**src/rtl/clk_ctrl_pkg.sv**
```systemverilog
// Shared definitions for the clock-step controller: FSM state encoding and default widths.
package clk_ctrl_pkg;

  localparam int unsigned CntWDefault = 32;
  localparam int unsigned LimWDefault = 16;

  typedef enum logic [1:0] {
    StIdle   = 2'd0,
    StRun    = 2'd1,
    StStep   = 2'd2,
    StHalted = 2'd3
  } state_e;

endpackage

```
**src/rtl/clk_ctrl_counter.sv**
```systemverilog
// Free-running counter with synchronous clear (dominant over enable) and natural wrap.
module clk_ctrl_counter #(
  parameter int unsigned Width = 32
) (
  input  logic             clk,
  input  logic             rst_n,
  input  logic             en_i,
  input  logic             clr_i,
  output logic [Width-1:0] count_o
);

  logic [Width-1:0] count_q, count_d;

  always_comb begin
    count_d = count_q;
    if (clr_i) begin
      count_d = '0;
    end else if (en_i) begin
      count_d = count_q + Width'(1);
    end
  end

  always_ff @(posedge clk or negedge rst_n) begin
    if (!rst_n) begin
      count_q <= '0;
    end else begin
      count_q <= count_d;
    end
  end

  assign count_o = count_q;

endmodule

```
**src/rtl/clk_step_ctrl.sv**
```systemverilog
// Run/step/halt clock-enable controller with optional cycle budget.
// Define CLK_STEP_BURST_EN to add step_len_i and multi-cycle step bursts.
module clk_step_ctrl
  import clk_ctrl_pkg::*;
#(
  parameter int unsigned CNT_W = CntWDefault,
  parameter int unsigned LIM_W = LimWDefault
) (
  input  logic             clk,
  input  logic             rst_n,
  input  logic             go_i,
  input  logic             step_i,
  input  logic             halt_i,
  input  logic             clr_i,
  input  logic [LIM_W-1:0] cycle_limit_i,
`ifdef CLK_STEP_BURST_EN
  input  logic [7:0]       step_len_i,
`endif
  output logic             cpu_en_o,
  output logic             busy_o,
  output logic             done_o,
  output logic [CNT_W-1:0] cycle_count_o,
  output logic [1:0]       state_o
);

  state_e           state_q, state_d;
  logic             step_q;
  logic             step_req;
  logic [LIM_W-1:0] limit_q, limit_d;
  logic [LIM_W-1:0] run_cnt;
  logic [LIM_W:0]   run_cnt_inc;
  logic             run_en, run_entry, run_cnt_clr;
  logic             limit_hit;
  logic             step_last;

  // A held step request yields one step per assertion.
  assign step_req    = step_i & ~step_q;
  assign cpu_en_o    = (state_q == StRun) || (state_q == StStep);
  assign busy_o      = cpu_en_o;
  assign state_o     = state_q;
  assign run_en      = (state_q == StRun);
  assign run_cnt_inc = {1'b0, run_cnt} + (LIM_W + 1)'(1);
  assign limit_hit   = run_en && (limit_q != '0) && (run_cnt_inc == {1'b0, limit_q});
  assign done_o      = limit_hit & ~clr_i;
  assign run_entry   = (state_d == StRun) && (state_q != StRun);
  assign run_cnt_clr = clr_i | run_entry;
  assign limit_d     = run_entry ? cycle_limit_i : limit_q;

`ifdef CLK_STEP_BURST_EN
  logic [7:0] burst_q, burst_d;

  always_comb begin
    burst_d = burst_q;
    if ((state_d == StStep) && (state_q != StStep)) begin
      burst_d = (step_len_i == 8'd0) ? 8'd1 : step_len_i;
    end else if (state_q == StStep) begin
      burst_d = burst_q - 8'd1;
    end
  end

  always_ff @(posedge clk or negedge rst_n) begin
    if (!rst_n) begin
      burst_q <= 8'd0;
    end else begin
      burst_q <= burst_d;
    end
  end

  assign step_last = (burst_q == 8'd1);
`else
  assign step_last = 1'b1;
`endif

  always_comb begin
    state_d = state_q;
    if (clr_i) begin
      state_d = StIdle;
    end else begin
      case (state_q)
        StIdle: begin
          if (halt_i)        state_d = StHalted;
          else if (step_req) state_d = StStep;
          else if (go_i)     state_d = StRun;
        end
        StRun: begin
          if (halt_i || limit_hit) state_d = StHalted;
        end
        StStep: begin
          if (halt_i || step_last) state_d = StHalted;
        end
        StHalted: begin
          if (halt_i)        state_d = StHalted;
          else if (step_req) state_d = StStep;
          else if (go_i)     state_d = StRun;
        end
        default: state_d = StIdle;
      endcase
    end
  end

  always_ff @(posedge clk or negedge rst_n) begin
    if (!rst_n) begin
      state_q <= StIdle;
      step_q  <= 1'b0;
      limit_q <= '0;
    end else begin
      state_q <= state_d;
      step_q  <= step_i;
      limit_q <= limit_d;
    end
  end

  clk_ctrl_counter #(
    .Width(CNT_W)
  ) u_cycle_cnt (
    .clk    (clk),
    .rst_n  (rst_n),
    .en_i   (cpu_en_o),
    .clr_i  (clr_i),
    .count_o(cycle_count_o)
  );

  // Run-local counter restarts on every entry to RUN.
  clk_ctrl_counter #(
    .Width(LIM_W)
  ) u_run_cnt (
    .clk    (clk),
    .rst_n  (rst_n),
    .en_i   (run_en),
    .clr_i  (run_cnt_clr),
    .count_o(run_cnt)
  );

endmodule
```
**config.mk**
```make
export PLATFORM = sky130hd
export DESIGN_NAME = clk_step_ctrl
export DESIGN_NICKNAME = d
export VERILOG_FILES = /design/src/rtl/clk_ctrl_pkg.sv /design/src/rtl/clk_ctrl_counter.sv /design/src/rtl/clk_step_ctrl.sv
export SDC_FILE = /design/constraint.sdc
export NUM_CORES = 1
export LEC_CHECK = 0
export BUFFER_PORTS_ARGS = -buffer_cell sky130_fd_sc_hd__buf_2
export CAP_MARGIN = 20
export CELL_PAD_IN_SITES_DETAIL_PLACEMENT = 0
export CELL_PAD_IN_SITES_GLOBAL_PLACEMENT = 1
export CORE_ASPECT_RATIO = 0.8
export CORE_MARGIN = 2
export CORE_UTILIZATION = 45
export CTS_CLUSTER_SIZE = 30
export DETAILED_ROUTE_END_ITERATION = 10
export GPL_ROUTABILITY_DRIVEN = 0
export MAX_ROUTING_LAYER = met4
export PLACE_DENSITY_LB_ADDON = 0.3
export SLEW_MARGIN = 20
export SYNTH_ARGS = -nofsm -noshare
export SYNTH_HDL_FRONTEND = slang
export SYNTH_SLANG_ARGS = --single-unit
```
**constraint.sdc**
```tcl
create_clock -name clk -period 6.25 [get_ports clk]
set_input_delay 0.3125 -clock clk [delete_from_list [all_inputs] [get_ports clk]]
set_output_delay 0.3125 -clock clk [all_outputs]
set_load 0.05 [all_outputs]
```
== Word-level counts from Yosys, hierarchy flattened ==
Index checks and enable logic that the tools add are counted.

* Flip-flop bits (word level): 67
* Input bits: 22
* Output and inout port bits: 37
* Word-level logic and storage cells: 39

* $add $sub $neg: 3
* Equal/unequal tests: 6
* Muxes and demuxes: 10
* Bitwise operators: 5
* Reduce and logical (&&, ||, !) cells: 10

{| class="wikitable"
|+ Operators by type and width
! operator !! count
|-
| 32-bit two-way mux || 2
|-
| 32-bit by 1-bit adder with 32-bit output, second input constant || 1
|-
| 16-bit two-way mux || 2
|-
| 16-bit by 1-bit adder with 17-bit output, second input constant || 1
|-
| 17-bit by 16-bit == test with 1-bit output || 1
|-
| 16-bit by 1-bit adder with 16-bit output, second input constant || 1
|-
| 16-bit nonzero test || 1
|-
| 2-bit two-way mux || 5
|-
| 2-bit case mux with 3 select lines || 1
|-
| 2-bit by 1-bit == test with 1-bit output, second input constant || 2
|-
| 2-bit == test, second input constant || 2
|-
| 2-bit nonzero test || 2
|-
| 1-bit logical AND || 3
|-
| 1-bit bitwise AND || 2
|-
| 2-bit zero test || 1
|-
| 1-bit logical OR || 2
|-
| 2-bit by 1-bit inequality test with 1-bit output, second input constant || 1
|-
| 1-bit inverter || 2
|-
| 2-bit OR reduction || 1
|-
| 1-bit bitwise OR || 1
|}

== Logic depth before layout (Yosys ltp) ==
Gate-level depths: netlist (run 1).

* Depth in word-level cells: 11
* Depth in mapped cells: 10
* Gate-level depth less buffers: 9

== Hierarchy ==
From an unflattened synthesis (run 1), not the netlist that was laid out.

* Cell total of the unflattened synthesis: 399
* Area, all modules: 3985.1 um^2

{| class="wikitable"
|+ By module, submodules not included
! module !! times used !! cells each !! area an instance (um^2) !! sequential area each (um^2)
|-
| clk_ctrl_counter (u_cycle_cnt) || 1 || 183 || 1714.1 || 800.8
|-
| clk_step_ctrl || 1 || 134 || 1398.8 || 475.5
|-
| clk_ctrl_counter (u_run_cnt) || 1 || 82 || 872.1 || 400.4
|}

== Least setup slack after synthesis (run 1) ==
Ideal clock, no wire load.

* Path kind: register to output
* Start point: register u_run_cnt.count_q[1], in the netlist u_run_cnt.count_o[1]
* End point: output port done_o
* Data arrival time: 2.754 ns
* Required time: 5.938 ns
* Slack: 3.184 ns
* Stages on the path, launching flop included: 10
* Path buffers: 1
* Path through: dfrtp_1 -> ha_1 -> and3_1 -> buf_2 -> a2111oi_0 -> a41oi_1 -> o21ai_0 -> nand4_1 -> nor4_4 -> nor2b_1

* Longest elaborated chain between the ends: 4

{| class="wikitable"
|+ RTL lines
! what !! line !! text
|-
| start: declaration || clk_ctrl_counter.sv:12 || <nowiki>logic [Width-1:0] count_q, count_d;</nowiki>
|-
| start signal: assignment || clk_ctrl_counter.sv:27 || <nowiki>count_q <= count_d;</nowiki>
|-
| 16-bit by 1-bit adder with 17-bit output || clk_step_ctrl.sv:42 || <nowiki>assign run_cnt_inc = {1'b0, run_cnt} + (LIM_W + 1)'(1);</nowiki>
|-
| 17-bit by 16-bit == test with 1-bit output || clk_step_ctrl.sv:43 || <nowiki>assign limit_hit = run_en && (limit_q != '0) && (run_cnt_inc == {1'b0, limit_q});</nowiki>
|-
| 1-bit logical AND || clk_step_ctrl.sv:43 ||
|-
| 1-bit bitwise AND || clk_step_ctrl.sv:44 || <nowiki>assign done_o = limit_hit & ~clr_i;</nowiki>
|-
| end: declaration || clk_step_ctrl.sv:21 || <nowiki>output logic done_o,</nowiki>
|}

Every way passes these cells.

== Worst setup path in the final report (run 1) ==
* Start point: register u_run_cnt.count_q[0], in the netlist u_run_cnt.count_o[0]
* End point: output port done_o

The elaborated chain is that of the path after synthesis.

==> results of run 1 <==
## routing by layer
| metal | global-route usage [%] | share of wire, % | wire length, um | vias to the layer above |
|---|---|---|---|---|
| met3 | 5.623 | 5.3 | 440 | 8 |
| met2 | 29.03 | 43 | 3587 | 75 |
| met1 | 29.00 | 51 | 4248 | 1440 |
| li1 | - | - | - | 1443 |
| met4 | 4.545 | 0.92 | 77 | 0 |
| met5 | - | 0 | 0 | - |
## flip-flops by register name, indices dropped and copies added (netlist names)
name	cells
u_cycle_cnt.count_o	32
limit_q	16
u_run_cnt.count_o	16
state_o	2
step_q	1
## report_power, final
group          switching (W)  leakage, nW  internal (W)
logic               0.000263        0.887      0.000180
registers          0.0000961        0.900      0.000502
clock network       0.000174        0.126      0.000277
total               0.000533         1.91      0.000958
## critical path, stage by stage (launching register included)
cell and delay [ps]:
dfrtp_1 490, ha_1 310, and3_1 290, a2111oi_0 410, a41oi_1 100, o21ai_0 210
nand4_1 170, nor4_4 350, nor2b_1 200, buf_2 280
## stage by stage
step	power [W]	setup WS [ps]	instance area (sq um)	util, %	hold WS, ps
finish	0.001491	2776	4317	53.83	87.29
global route	0.001579	2477	4317	53.83	66.95
detailed placement	0.001047	3154	4066	50.71	445.0
global placement	0.001036	3309	4066	50.71	446.3
CTS	0.001503	2754	4317	53.83	76.32
floorplan	0.0009398	3184	3752	-	16.91
## logic make-up (layout without fill, tap and decap cells)
group | after synthesis | count (layout)
and+or+nand+nor | 170 | 170
adders and majority gates | 4 | 4
xor gates and xnor gates | 60 | 60
DFF | 67 | 67
muxes | 19 | 19
buffers and inverters | 33 | 85
AOI/OAI and AO/OA | 42 | 42
## worst max-delay path by stage
stage | start | endpoint | slack [ps]
finish | u_run_cnt.count_o[0] | done_o | 2780
global route | u_run_cnt.count_o[0] | done_o | 2480
CTS | u_run_cnt.count_o[0] | done_o | 2750
detailed placement | u_run_cnt.count_o[0] | done_o | 3150
global placement | u_run_cnt.count_o[0] | done_o | 3310
floorplan | u_run_cnt.count_o[1] | done_o | 3180
## placed cells by master (no fill, tap or decap), types with 2 or more instances in the layout
cell type and n:
dfrtp_1 67, nor2_1 62, buf_2 58, xor2_1 31, xnor2_1 29, nand2_1 24
nand3_1 16, mux2_2 16, nand4_1 15, a21oi_1 14, o21ai_0 14, clkbuf_8 10
inv_1 9, or3_1 9, nor2b_1 7, nor3_1 7, and3_1 6, nand2b_1 6
nor4_1 5, and4_1 4, ha_1 4, o21ai_1 3, bufinv_16 3, a211o_1 2
o31a_1 2, mux2i_1 2, clkinv_4 2, buf_4 2
## final cells by class
type | count | area, sq um
fillers | 778 | 3702
multi-input cells | 295 | 1916
flip-flops and latches | 67 | 1677
repair buffers | 60 | 305.3
clock buffers | 10 | 137.6
well taps | 108 | 135.1
clock inverters | 6 | 112.6
inverters | 9 | 33.78
==> metrics.cfg, run 1 <==
[outcome]
outcome=complete, no violations

[hold_path]
hp-start=step_i
holdPathEnd=step_q
hold_class=in2reg
min_path_cells=1

[sta]
fin_crit_sh_pct=55.58
tightest_slew_ps=886.5
hold_violations=0
clock_skew_ps=8.840
period_needed_ps=3474
tns_ps=0
slew_violations=0
rsz0062_at_grt=false
fmax_ghz=0.2879
slew_headroom_pct=40.90
finalSetupViolCount=0

[cts]
ctsResizeCount=0
clkLatencyLatePin_ps=350
clockRootBuffer=clkbuf_8
path_clk_slew_ps=80
cts_hold_buffers=0
clockBufferDepth=2
cts_tree=yes
post_cts_buffers=0
cts.sinks=67
cts_buffers=9
htree_levels=3

[die]
die_width_um=106.1
dieHeight_um=85.68
start_util_pct=46.79
fp-row-count=29
die-area_sq_um=9090
io_pins=59
core_sq_um=8019

[power_and_ir_drop]
powerDensity_nw_per_um2=345.5
p_leak_nw=1.913
vdd_drop_max_mv=0.2756

[placement]
dp_hpwl_um=5845
dp.cells=539
io_buffers=58

[route]
first_pass_iters=4
drt-total-wl_um=8353
vias=2966
wl_per_cell_um=15.05
drcViolationCount=0
viasPerCell=5.344
drt_iter0_drc=160
antenna_left=0

[global_route]
gr-total-overflow=0
grt_max_degree=68
grt_usage_pct=20.35
grt_pass1_wl_um=13990
antenna_found_initial=0
grt_pass1_vias=2756

[final_layout]
syn2layout_area_growth_pct=15.04
instances_no_fill=555
n_antenna_cell=0
nets=468
drive_above_1_share_pct=21.92

[critical_path]
worstReg2RegStart=state_o[1]
cp-end-kind=output port
critPathRequiredTime_ps=5940
r2r-end=u_run_cnt.count_o[5]
ff2ff_setup_slack_ps=3460
start_kind=flop
timing_worst_setup_path_type=reg2out
arrival_ps=3160
worstRegToRegCells=6
path_max_fanout=7

[synth]
synth_ff_type=dfrtp_1
synthAdderAreaFrac_pct=1.334
ys_ff_latch=67
syn-num-nets=421
synth.avg_cell_area_sq_um=9.500
synth_edf_count=0
synth_warnings=0
synthArstFlopShare_pct=100.0
synth_top_area_cell=dfrtp_1
synthMuxAreaShare_pct=5.735
netlist_area_sq_um=3752
synth_simple_gate_area_share_pct=23.44
synthMostInstantiatedCell=dfrtp_1
ys_types=45
synth_commonest_cells=67 x dfrtp_1, 62 x nor2_1, 31 x xor2_1
synthXorXnorAreaFrac_pct=14.00
synth_compound_area_share_pct=6.536
synth.area.top_cells=dfrtp_1 45%, xor2_1 7.2%, xnor2_1 6.8%
syn_inst=395
seq_area_frac_synth_pct=44.68
synth_top_area_share_pct=44.68
synth_top_family_by_area=simple AND/OR/NAND/NOR gates

[flow_run]
max_cap_viol_count=0

No activity file was read; power rests on OpenSTA's default activity.
==> run 2, diff against run 1 <==
--- a/config.mk
+++ b/config.mk
@@ -11,7 +11,7 @@
 export CELL_PAD_IN_SITES_GLOBAL_PLACEMENT = 1
 export CORE_ASPECT_RATIO = 0.8
 export CORE_MARGIN = 2
-export CORE_UTILIZATION = 45
+export CORE_UTILIZATION = 44
 export CTS_CLUSTER_SIZE = 30
 export DETAILED_ROUTE_END_ITERATION = 10
 export GPL_ROUTABILITY_DRIVEN = 0
==> constraint.sdc (replaced) <==
create_clock -name clk -period 3.3 [get_ports clk]
set_input_delay 0.165 -clock clk [delete_from_list [all_inputs] [get_ports clk]]
set_output_delay 0.165 -clock clk [all_outputs]
set_load 0.05 [all_outputs]
==> metrics.cfg, run 2 (same netlist as run 1, synthesis figures left out) <==
[outcome]
outcome=complete, no violations  ; unchanged

[cts]
clockRootBuffer=clkbuf_8  ; unchanged
path_clk_slew_ps=90  ; was 80 ps
htree_levels=3  ; unchanged
clockBufferDepth=2  ; unchanged
cts_buffers=9  ; unchanged
cts.sinks=67  ; unchanged
clkLatencyLatePin_ps=340  ; was 350 ps
cts_tree=yes  ; unchanged

[sta]
slew_violations=0  ; unchanged
fin_ws_ps=134.4  ; was 2776 ps
fin_crit_sh_pct=95.93
fmax_ghz=0.3159
period_needed_ps=3166
finalSetupViolCount=0  ; unchanged
hold_violations=0  ; unchanged
clock_skew_ps=16.58  ; was 8.840 ps
slew_headroom_pct=44.30  ; was 40.90%
tightest_slew_ps=835.5  ; was 886.5 ps

[global_route]
grt_pass1_vias=2883  ; was 2756
antenna_found_initial=0  ; unchanged
grt_usage_pct=20.34  ; was 20.35%
gr-total-overflow=0  ; unchanged
grt_pass1_wl_um=14420  ; was 13990 um
grt_max_degree=38  ; was 68

[route]
drt_iter0_drc=178  ; was 160
viasPerCell=5.260  ; was 5.344
vias=2972  ; was 2966
drcViolationCount=0  ; unchanged
antenna_left=0  ; unchanged
wl_per_cell_um=15.13  ; was 15.05 um
first_pass_iters=4  ; unchanged
drt-total-wl_um=8547  ; was 8353 um

[die]
core_sq_um=8371  ; was 8019 sq um
die_width_um=107.2  ; was 106.1 um
dieHeight_um=86.60  ; was 85.68 um
die-area_sq_um=9287  ; was 9090 sq um
fp-row-count=30  ; was 29
io_pins=59  ; unchanged
start_util_pct=44.83  ; was 46.79%

[placement]
dpl_worst_slack_ps=374.5  ; was 3154 ps
dp.cells=547  ; was 539
dp_hpwl_um=6127  ; was 5845 um
io_buffers=58  ; unchanged
placed_area_sq_um=4101  ; was 4066 sq um

[critical_path]
path_max_fanout=7  ; unchanged
worstRegToRegCells=7  ; was 6
worstReg2RegStart=state_o[0]  ; was state_o[1]
timing_worst_setup_path_type=reg2out  ; unchanged
worstPathCellList=ha_1, and3_1, a2111oi_2, a41oi_1, o21ai_0, nand4_1, nor4_4, nor2b_1, buf_4  ; was ha_1, and3_1, a2111oi_0, a41oi_1, o21ai_0, nand4_1, nor4_4, nor2b_1, buf_2
max_stage_delay_ps=470  ; was 490 ps
start_kind=flop  ; unchanged
crit_path_end=done_o  ; unchanged
arrival_ps=3000  ; was 3160 ps
r2r-end=u_cycle_cnt.count_o[26]  ; was u_run_cnt.count_o[5]
critPathRequiredTime_ps=3130  ; was 5940 ps
slowest_stage=dfrtp_2  ; was dfrtp_1
cp-end-kind=output port  ; unchanged
startpoint=u_run_cnt.count_o[0]  ; unchanged
ff2ff_setup_slack_ps=780  ; was 3460 ps

[final_layout]
n_antenna_cell=0  ; unchanged
largest_reg_flops=32  ; unchanged
nets=474  ; was 468
most-common-layout-cells=66 x dfrtp_1, 62 x nor2_1, 57 x buf_2, 31 x xor2_1, 29 x xnor2_1  ; was 67 x dfrtp_1, 62 x nor2_1, 58 x buf_2, 31 x xor2_1, 29 x xnor2_1
final_common_cell=dfrtp_1  ; unchanged
stdcell_area_sq_um=4337  ; was 4317 sq um
instances_no_fill=565  ; was 555
drive_above_1_share_pct=23.18  ; was 21.92%
syn2layout_area_growth_pct=15.57  ; was 15.04%

[power_and_ir_drop]
powerDensity_nw_per_um2=620.4  ; was 345.5 nW/um^2
vdd_drop_max_mv=0.6670  ; was 0.2756 mV
power_w=0.002690  ; was 0.001491 W
p_leak_nw=1.909  ; was 1.913 nW

[hold_path]
hold_class=in2reg  ; unchanged

[flow_run]
max_cap_viol_count=0  ; unchanged

[run 2: where the power goes]
part / switching [W] / total, W / internal (W)
clock network: 0.000344 / 0.000697 / 0.000353
logic: 0.000507 / 0.000857 / 0.000350
registers: 0.000185 / 0.00114 / 0.000952
total: 0.00104 / 0.00269 / 0.00165
[run 2: cell type report]
class	instances	area (sq um)
Fill cell	807	4034
Multi-Input combinational cell	295	1927
Sequential cell	67	1678
Timing Repair Buffer	66	357.8
Tap cell	112	140.1
Clock buffer	9	123.9
Clock inverter	7	76.32
Inverter	9	33.78
[run 2: how the worst min path moves through the flow]
stage          cells past startpoint         startpoint          end  slack (ps)
4_1_cts                            2  cycle_limit_i[14]  limit_q[14]          30
2_1_floorplan                      0              rst_n   limit_q[0]        -130
5_1_grt                            2  cycle_limit_i[15]  limit_q[15]          40
3_5_place_dp                       1             step_i       step_q         300
3_3_place_gp                       1             step_i       step_q         300
6_report                           2  cycle_limit_i[14]  limit_q[14]          40
[run 2: through the flow]
stage | hold WS, ps | utilization (%) | setup TNS (ps)
after CTS | 30.13 | 51.66 | 0
after global routing | 39.02 | 51.81 | -56.06
after floorplan | -130.6 | - | 0
after global placement | 295.5 | 49.00 | 0
final | 43.00 | 51.81 | 0
after detailed placement | 296.4 | 49.00 | 0
[run 2: layer usage]
layer / share of wire [%] / track usage (%) / vias to the layer above
li1: - / - / 1463
met1: 50 / 29.47 / 1416
met2: 43 / 29.00 / 85
met3: 5.9 / 3.609 / 8
met4: 1.0 / 6.257 / 0
met5: 0 / - / -
[run 2: critical path: cells and delay by family, from the launching register on]
family	cells	cell delay [ps]
AND/OR/NAND/NOR	4	1050
AO/OA/AOI/OAI	3	650
flip-flops	1	470
adder cells (fa/ha/maj)	1	270
buffers and inverters	1	210
[run 2: timing repair]
action                                  4_1_cts  5_1_grt
resized for setup                             1        4
pin swaps                                     0        1
setup buffers                                 0        0
endpoints found under the setup margin        1        1
hold endpoints to repair                     35        0
hold buffers                                  2        0
